### src/rtl/rotate_xform_array_if.sv
// Handshake/data bundle for rotate_xform_array.
// Carries OUT_PAR only when ROTATE_XFORM_PARITY_EN is defined.
interface rotate_xform_array_if #(
  parameter int unsigned WD  = 4,
  parameter int unsigned NCH = 5,
  parameter int unsigned PW  = 3
);
  logic [NCH*WD-1:0] IN;
  logic              IN_VALID;
  logic              IN_READY;
  logic              MODE;
  logic [NCH*WD-1:0] OUT;
  logic              OUT_VALID;
  logic              OUT_READY;
  logic [PW-1:0]     PTR;
`ifdef ROTATE_XFORM_PARITY_EN
  logic [NCH-1:0]    OUT_PAR;

  modport master (
    output IN, IN_VALID, MODE, OUT_READY,
    input  IN_READY, OUT, OUT_VALID, PTR, OUT_PAR
  );

  modport slave (
    input  IN, IN_VALID, MODE, OUT_READY,
    output IN_READY, OUT, OUT_VALID, PTR, OUT_PAR
  );
`else
  modport master (
    output IN, IN_VALID, MODE, OUT_READY,
    input  IN_READY, OUT, OUT_VALID, PTR
  );

  modport slave (
    input  IN, IN_VALID, MODE, OUT_READY,
    output IN_READY, OUT, OUT_VALID, PTR
  );
`endif
endinterface

### src/rtl/rotate_xform_array.sv
// Rotating word selector feeding a per-lane bit transform into a one-deep output register.
// Optional per-lane parity output OUT_PAR is enabled by defining ROTATE_XFORM_PARITY_EN.
module rotate_xform_array #(
  parameter int unsigned WD  = 4,
  parameter int unsigned NCH = 5,
  parameter int unsigned PW  = 3
) (
  input  logic                  CLK,
  input  logic                  RST_X,
  rotate_xform_array_if.slave   bus
);

  logic              in_ready_c;
  logic              accept_c;
  logic [PW-1:0]     ptr_q;
  logic [PW-1:0]     ptr_nxt_c;
  logic [WD-1:0]     sel_c;
  logic [NCH*WD-1:0] out_q;
  logic [NCH*WD-1:0] out_nxt_c;
  logic              out_valid_q;

  // bit0 passes through; each higher bit XNORs with its lower neighbour
  function automatic logic [WD-1:0] xform(input logic [WD-1:0] x);
    logic [WD-1:0] y;
    y = '0;
    y[0] = x[0];
    for (int unsigned j = 1; j < WD; j++) y[j] = x[j] ^ ~x[j-1];
    return y;
  endfunction

  assign in_ready_c = !out_valid_q || bus.OUT_READY;
  assign accept_c   = bus.IN_VALID && in_ready_c;
  assign ptr_nxt_c  = (ptr_q == PW'(NCH - 1)) ? '0 : ptr_q + PW'(1);

  always_comb begin
    sel_c = '0;
    for (int unsigned k = 0; k < NCH; k++) begin
      if (ptr_q == PW'(k)) sel_c = bus.IN[k*WD +: WD];
    end
  end

  // odd lanes see the inverted word only in MODE 0
  always_comb begin
    out_nxt_c = '0;
    for (int unsigned i = 0; i < NCH; i++) begin
      out_nxt_c[i*WD +: WD] = xform((!bus.MODE && i[0]) ? ~sel_c : sel_c);
    end
  end

  always_ff @(posedge CLK or negedge RST_X) begin
    if (!RST_X) begin
      ptr_q       <= '0;
      out_q       <= '0;
      out_valid_q <= 1'b0;
    end else if (accept_c) begin
      ptr_q       <= ptr_nxt_c;
      out_q       <= out_nxt_c;
      out_valid_q <= 1'b1;
    end else if (bus.OUT_READY) begin
      out_valid_q <= 1'b0;
    end
  end

  assign bus.IN_READY  = in_ready_c;
  assign bus.OUT       = out_q;
  assign bus.OUT_VALID = out_valid_q;
  assign bus.PTR       = ptr_q;

`ifdef ROTATE_XFORM_PARITY_EN
  logic [NCH-1:0] par_q;
  logic [NCH-1:0] par_nxt_c;

  always_comb begin
    par_nxt_c = '0;
    for (int unsigned i = 0; i < NCH; i++) par_nxt_c[i] = ^out_nxt_c[i*WD +: WD];
  end

  always_ff @(posedge CLK or negedge RST_X) begin
    if (!RST_X)        par_q <= '0;
    else if (accept_c) par_q <= par_nxt_c;
  end

  assign bus.OUT_PAR = par_q;
`endif

endmodule

### src/flat_wrapper.sv
// flat-port wrapper written by rule: the top's interface ports become plain ports
module rotate_xform_array_flat 
#(
  parameter int unsigned WD  = 4,
  parameter int unsigned NCH = 5,
  parameter int unsigned PW  = 3
)
  (CLK, RST_X, bus_IN, bus_IN_VALID, bus_MODE, bus_OUT_READY, bus_IN_READY, bus_OUT, bus_OUT_VALID, bus_PTR);
  rotate_xform_array_if #(.WD(WD), .NCH(NCH), .PW(PW)) bus_i ();
  input  logic CLK;
  input  logic RST_X;
  input wire logic [$bits(bus_i.IN)-1:0] bus_IN;
  input wire logic [$bits(bus_i.IN_VALID)-1:0] bus_IN_VALID;
  input wire logic [$bits(bus_i.MODE)-1:0] bus_MODE;
  input wire logic [$bits(bus_i.OUT_READY)-1:0] bus_OUT_READY;
  output wire logic [$bits(bus_i.IN_READY)-1:0] bus_IN_READY;
  output wire logic [$bits(bus_i.OUT)-1:0] bus_OUT;
  output wire logic [$bits(bus_i.OUT_VALID)-1:0] bus_OUT_VALID;
  output wire logic [$bits(bus_i.PTR)-1:0] bus_PTR;
  assign bus_i.IN = bus_IN;
  assign bus_i.IN_VALID = bus_IN_VALID;
  assign bus_i.MODE = bus_MODE;
  assign bus_i.OUT_READY = bus_OUT_READY;
  assign bus_IN_READY = bus_i.IN_READY;
  assign bus_OUT = bus_i.OUT;
  assign bus_OUT_VALID = bus_i.OUT_VALID;
  assign bus_PTR = bus_i.PTR;
  rotate_xform_array #(.WD(WD), .NCH(NCH), .PW(PW)) u_core (.CLK(CLK), .RST_X(RST_X), .bus(bus_i));
endmodule
### config.mk
export PLATFORM = sky130hd
export DESIGN_NAME = rotate_xform_array_flat
export DESIGN_NICKNAME = d
export VERILOG_FILES = /design/src/rtl/rotate_xform_array_if.sv /design/src/rtl/rotate_xform_array.sv /design/src/flat_wrapper.sv
export SDC_FILE = /design/constraint.sdc
export NUM_CORES = 1
export LEC_CHECK = 0
export ABC_AREA = 1
export CAP_MARGIN = 20
export CELL_PAD_IN_SITES_DETAIL_PLACEMENT = 0
export CELL_PAD_IN_SITES_GLOBAL_PLACEMENT = 1
export CORE_MARGIN = 2
export CORE_UTILIZATION = 28
export DETAILED_ROUTE_END_ITERATION = 6
export GPL_ROUTABILITY_DRIVEN = 0
export PLACE_DENSITY_LB_ADDON = 0.1
export RECOVER_POWER = 50
export SKIP_LAST_GASP = 1
export SYNTH_ARGS = -nofsm -noshare
export SYNTH_HDL_FRONTEND = slang
export SYNTH_SLANG_ARGS = --single-unit
### constraint.sdc
create_clock -name CLK -period 3.8 [get_ports CLK]
set_input_delay 0.38 -clock CLK [delete_from_list [all_inputs] [get_ports CLK]]
set_output_delay 0.38 -clock CLK [all_outputs]
set_load 0.02 [all_outputs]
==> results of run 1 <==
==> registers in the layout, summed over array words and instances, names as in the netlist <==
signal                count
u_core.bus.PTR            3
u_core.bus.OUT_VALID      1
u_core.bus.OUT            8
==> path summary, 6_finish.rpt <==
| check | startpoint | endpoint | slack [ps] | cells after the start |
|---|---|---|---|---|
| worst min register to register | u_core.bus.OUT[13] | u_core.bus.OUT[13] | 490 | 2 |
| worst max register to register | u_core.bus.PTR[0] | u_core.bus.OUT[11] | 2070 | 10 |
| max in group asynchronous | RST_X | u_core.bus.OUT[17] | 2890 | 1 |
| min in group asynchronous | RST_X | u_core.bus.PTR[2] | 540 | 1 |
| worst min-delay path | u_core.bus.OUT[13] | u_core.bus.OUT[13] | 490 | 2 |
| worst max-delay path | bus_OUT_READY | bus_IN_READY | 1790 | 4 |
==> final cells by class <==
type | instances | area share [%]
tap | 46 | 3.990
multi-input combinational | 95 | 33.48
timing repair buffer | 49 | 34.00
clock buffer | 3 | 1.561
sequential | 12 | 20.82
inverter | 23 | 6.158
==> synthesized netlist by cell type (all sizes together) <==
cell type / instances / area [um2]
inv: 22 / 85.08
o21ai: 8 / 43.79
nor2: 7 / 28.78
clkbuf: 1 / 3.750
buf: 12 / 90.09
nand3b: 1 / 7.510
nand3: 10 / 60.06
o22ai: 1 / 6.260
nand2: 59 / 246.5
a21oi: 4 / 27.53
dfrtp: 12 / 300.3
ha: 5 / 62.56
clkinv: 1 / 3.750
==> worst min-delay path, cell delays in order (launching register included) <==
cell	delay (ps)
dfrtp_1	360
nand2_1	60
nand2_1	50
==> metrics by stage <==
step	power [mW]	setup slack, ps	std cells
2_1_floorplan	0.8595	2181	143
3_3_place_gp	1.111	1856	225
6_report	1.155	1787	228
3_5_place_dp	1.116	1853	225
5_1_grt	1.269	1730	228
4_1_cts	1.197	1848	228
==> kinds of logic (layout without fill, tap and decap cells) <==
| kind of cell | Yosys count | in the layout | share of synthesized area, % |
|---|---|---|---|
| AO/OA/AOI/OAI | 13 | 13 | 8.032 |
| adder cells (fa/ha/maj) | 5 | 5 | 6.477 |
| buffers and inverters | 36 | 75 | 18.91 |
| flip-flops | 12 | 12 | 31.09 |
| AND/OR/NAND/NOR | 77 | 77 | 35.49 |
==> layer usage <==
metal	routed length, um	share of wire [%]
met5	0	0
met4	0	0
met1	939	44
met2	1061	50
met3	123	5.8
==> power by group through the flow <==
| stage | clock network [mW] | logic, mW | registers (mW) |
|---|---|---|---|
| 2_1_floorplan | 0 | 0.549 | 0.311 |
| 3_3_place_gp | 0 | 0.867 | 0.244 |
| 3_5_place_dp | 0 | 0.869 | 0.247 |
| 4_1_cts | 0.0797 | 0.872 | 0.246 |
| 5_1_grt | 0.0861 | 0.929 | 0.253 |
| 6_report | 0.0768 | 0.838 | 0.241 |
==> impl_metrics.ini, run 1 <==
[clocking]
cts-root-buf = clkbuf_4
cts.sinks = 12
clockBufferDepth = 2
clkTransAtPathRegs_ps = 80
cts_buffers = 3
cts_tree = yes
cts_hold_buf = 0
cts_max_level = 1
clk_latency_ps = 270
postCtsSetupBuffers = 0
post_cts_resized = 0

[final_layout]
multi_input_area_um2 = 483.0
area_growth_pct = 49.35
fill_cells = 368
fin_util_pct = 43.23
layout_commonest_cell = nand2_1
antennaDiodeCount = 0
drive_gt1_share_pct = 10.44
nets = 214
most-common-layout-cells = nand2_1, clkdlybuf4s50_1, inv_1
final_area_um2 = 1443
seq_area_um2 = 300.3

[timing]
final.min_clock_period_ps = 2013
finalCritPeriodShare_pct = 52.98
finalClockSkew_ps = 5.673
finalHoldViolations = 0
max_freq_ghz = 0.4967
fin_setup_tns_ps = 0
holdWs_ps = 493.7
rsz0062_at_grt = false
maxSlewViolCount = 0
tightest_slew_ps = 558.5
relSlewSlack_pct = 62.64
finalSetupViolCount = 0

[detailed_routing]
post_drt_wl_per_cell_um = 9.316
vias_per_cell = 4.031
postRouteAntennaNets = 0
num_vias = 919
drtIter0Drc = 16
drt_wl_total_um = 2124
first_pass_iters = 3
drc = 0

[setup_path]
worstSetupEndpointType = output port
cp_max_fo = 3
worst_path_max_delay_cell = clkdlybuf4s50_1
cp.arrival_ps = 1630
worstSetupStartpointType = primary input
path_class = primary input to output port
crit_required_ps = 3420
worstPathCellList = dlygate4sd3_1 > inv_1 > nand2_1 > clkdlybuf4s50_1
slowest_delay_ps = 610
critPathTopFamily = buffers and inverters
cp_num_buf_inv = 3

[power_and_ir_drop]
pwr-share-comb_pct = 72.5
ir_drop_v = 0.0002370
p_per_area_nw_per_um2 = 800.8
p_clk_share_pct = 6.6
intPower_uw = 585.3
power_frac_seq_pct = 20.9
p_leak_nw = 0.7120
p_sw_uw = 570.0
p_sw_share_pct = 49.34

[global_route]
use_met3_pct = 1.802
antenna_found_initial = 0
grt_pass1_wl_um = 3519
top_usage_layer = met2
grt_max_degree = 13
grt_pass1_vias = 827
use_met2_pct = 19.62
grt-ovfl-total = 0
use_met1_pct = 12.96
grt_use_total_pct = 11.27

[logic_synthesis]
synth_nets = 173
synth.distinct_cells = 22
avgSynthCellArea_um2 = 6.755
syn_area_um2 = 965.9
ys_ff_latch = 12
ys_warn_count = 0
yosysSeqAreaShare_pct = 31.09
synth_cells = 143

[placed_design]
place_area_um2 = 1420
hpwl_um = 1822
io_buffers = 49

[floorplanning]
die_h_um = 62.74
num_rows = 21
initial_utilization_pct = 28.95
core_area_um2 = 3337
die-area_um2 = 3936
io_pins = 50
die_w_um = 62.74

[worst_hold_path]
hold_class = register to register

[job]
maxCapViolCount = 0

[status]
outcome = finished, final reports clean
No activity file was read; power rests on OpenSTA's default activity.
==> run 2: changes to the inputs <==
Settings changed: CORE_UTILIZATION 28 to 23.
Clock period 3.8 ns to 1.7 ns, I/O delays scaled along.
==> impl_metrics.ini, run 2 (synthesized netlist as in run 1, its figures left out) <==
[setup_path]
slowest_delay_ps = 610
worstPathCellList = dlygate4sd3_1 > inv_1 > nand2_1 > clkdlybuf4s50_1
path_class = primary input to output port
cp_num_buf_inv = 3
cp.arrival_ps = 1430
crit_required_ps = 1530
worstSetupStartpointType = primary input
rr_worst_depth = 10
worst_path_max_delay_cell = clkdlybuf4s50_1
critPathTopFamily = buffers and inverters
worstSetupEndpointType = output port
cp.depth = 4
cp_max_fo = 3

[detailed_routing]
drt_wl_total_um = 2409
first_pass_iters = 4
vias_per_cell = 4.042
drc = 0
postRouteAntennaNets = 0
num_vias = 958
drtIter0Drc = 21
post_drt_wl_per_cell_um = 10.16

[final_layout]
most-common-layout-cells = nand2_1, clkdlybuf4s50_1, inv_1
antennaDiodeCount = 0
area_growth_pct = 64.38
drive_gt1_share_pct = 20.86
fill_cells = 452
largest_reg_flops = 8
seq_area_um2 = 304.0
nets = 219
multi_input_area_um2 = 551.8
layout_commonest_cell = nand2_1

[floorplanning]
initial_utilization_pct = 23.98
die-area_um2 = 4734
die_w_um = 68.81
io_pins = 50
core_area_um2 = 4029
num_rows = 23
die_h_um = 68.81

[timing]
rsz0062_at_grt = false
fin_setup_tns_ps = 0
finalCritPeriodShare_pct = 94.02
finalSetupViolCount = 0
final.min_clock_period_ps = 1598
maxSlewViolCount = 0
relSlewSlack_pct = 64.01
tightest_slew_ps = 538.0
finalHoldViolations = 0
max_freq_ghz = 0.6256
finalClockSkew_ps = 2.145

[clocking]
cts_hold_buf = 0
cts_max_level = 1
cts-root-buf = clkbuf_8
cts.sinks = 12
clkTransAtPathRegs_ps = 50
cts_tree = yes
cts_buffers = 3
clockBufferDepth = 2
clk_latency_ps = 230

[power_and_ir_drop]
p_leak_nw = 0.7418
finalPower_mw = 2.971
ir_drop_v = 0.0008641
p_per_area_nw_per_um2 = 1871

[global_route]
grt-ovfl-total = 0
grt_use_total_pct = 10.90
grt_pass1_vias = 923
grt_pass1_wl_um = 3877
grt_max_degree = 13
antenna_found_initial = 0

[worst_hold_path]
hold_class = primary input to asynchronous set/reset pin

[job]
maxCapViolCount = 0

[status]
outcome = finished, final reports clean

[placed_design]
hpwl_um = 1998
io_buffers = 49
==> run 2: cell types whose count changed in the layout (fill, tap and decap cells not counted), moves of 3 or more <==
cell,delta
buf_4,+3
clkbuf_4,-3
clkbuf_8,+3
dfrtp_1,-3
dfrtp_2,+3
ha_1,-5
ha_4,+3
inv_1,-3
==> run 2: stage by stage <==
stage	cells	hold slack, ps	cell area, um2	utilization (%)	setup WS, ps
after floorplan	143	-125.6	965.9	-	80.66
after global placement	232	487.0	1448	35.93	15.25
after detailed placement	232	498.2	1448	35.93	5.089
after CTS	236	311.9	1504	37.33	25.54
after global routing	237	407.2	1588	39.41	3.815
final	237	358.0	1588	39.41	101.6
==> run 2: path summary, 6_finish.rpt <==
check | from | endpoint | slack, ps
max | bus_OUT_READY | bus_IN_READY | 100
min | RST_X | u_core.bus.PTR[1] | 360
max reg2reg | u_core.bus.PTR[0] | u_core.bus.OUT[11] | 120
min reg2reg | u_core.bus.OUT[14] | u_core.bus.OUT[14] | 490
max in group asynchronous | RST_X | u_core.bus.PTR[0] | 960
min in group CLK | u_core.bus.OUT[14] | u_core.bus.OUT[14] | 490
==> run 2: timing repair <==
action,4_1_cts,5_1_grt
cloned,0,0
resized for setup,3,19
endpoints found under the hold margin,0,0
pin swaps,0,5
setup buffers,1,1
endpoints found under the setup margin,3,7
==> run 2: routing by layer <==
| layer | up-vias | track usage, % | wire length (um) | part of all wire [%] |
|---|---|---|---|---|
| met5 | - | 0 | 0 | 0 |
| met4 | 0 | 2.941 | 8 | 0.33 |
| met3 | 2 | 3.247 | 137 | 5.7 |
| met2 | 25 | 19.47 | 1167 | 48 |
| met1 | 417 | 12.57 | 1096 | 45 |
| li1 | 514 | - | - | - |
==> run 2: final cells by class <==
cell class,instances,share of cell area [%]
repair buffers,54,33.81
flip-flops and latches,12,19.15
inverters,23,5.753
clock buffers,3,2.600
well taps,50,3.940
multi-input cells,95,34.75
==> run 2: power by group <==
group / leakage, nW / internal (mW) / switching, mW
clock network: 0.0216 / 0.155 / 0.0925
registers: 0.142 / 0.424 / 0.137
logic: 0.578 / 0.986 / 1.18
total: 0.742 / 1.57 / 1.41
==> run 2: worst reg2reg max path, delay by kind of cell (launching register included) <==
| kind | cells | cell delay [ps] |
|---|---|---|
| AND/OR/NAND/NOR | 7 | 520 |
| AO/OA/AOI/OAI | 1 | 150 |
| adder cells (fa/ha/maj) | 1 | 190 |
| buffers and inverters | 1 | 140 |
| flip-flops | 1 | 450 |
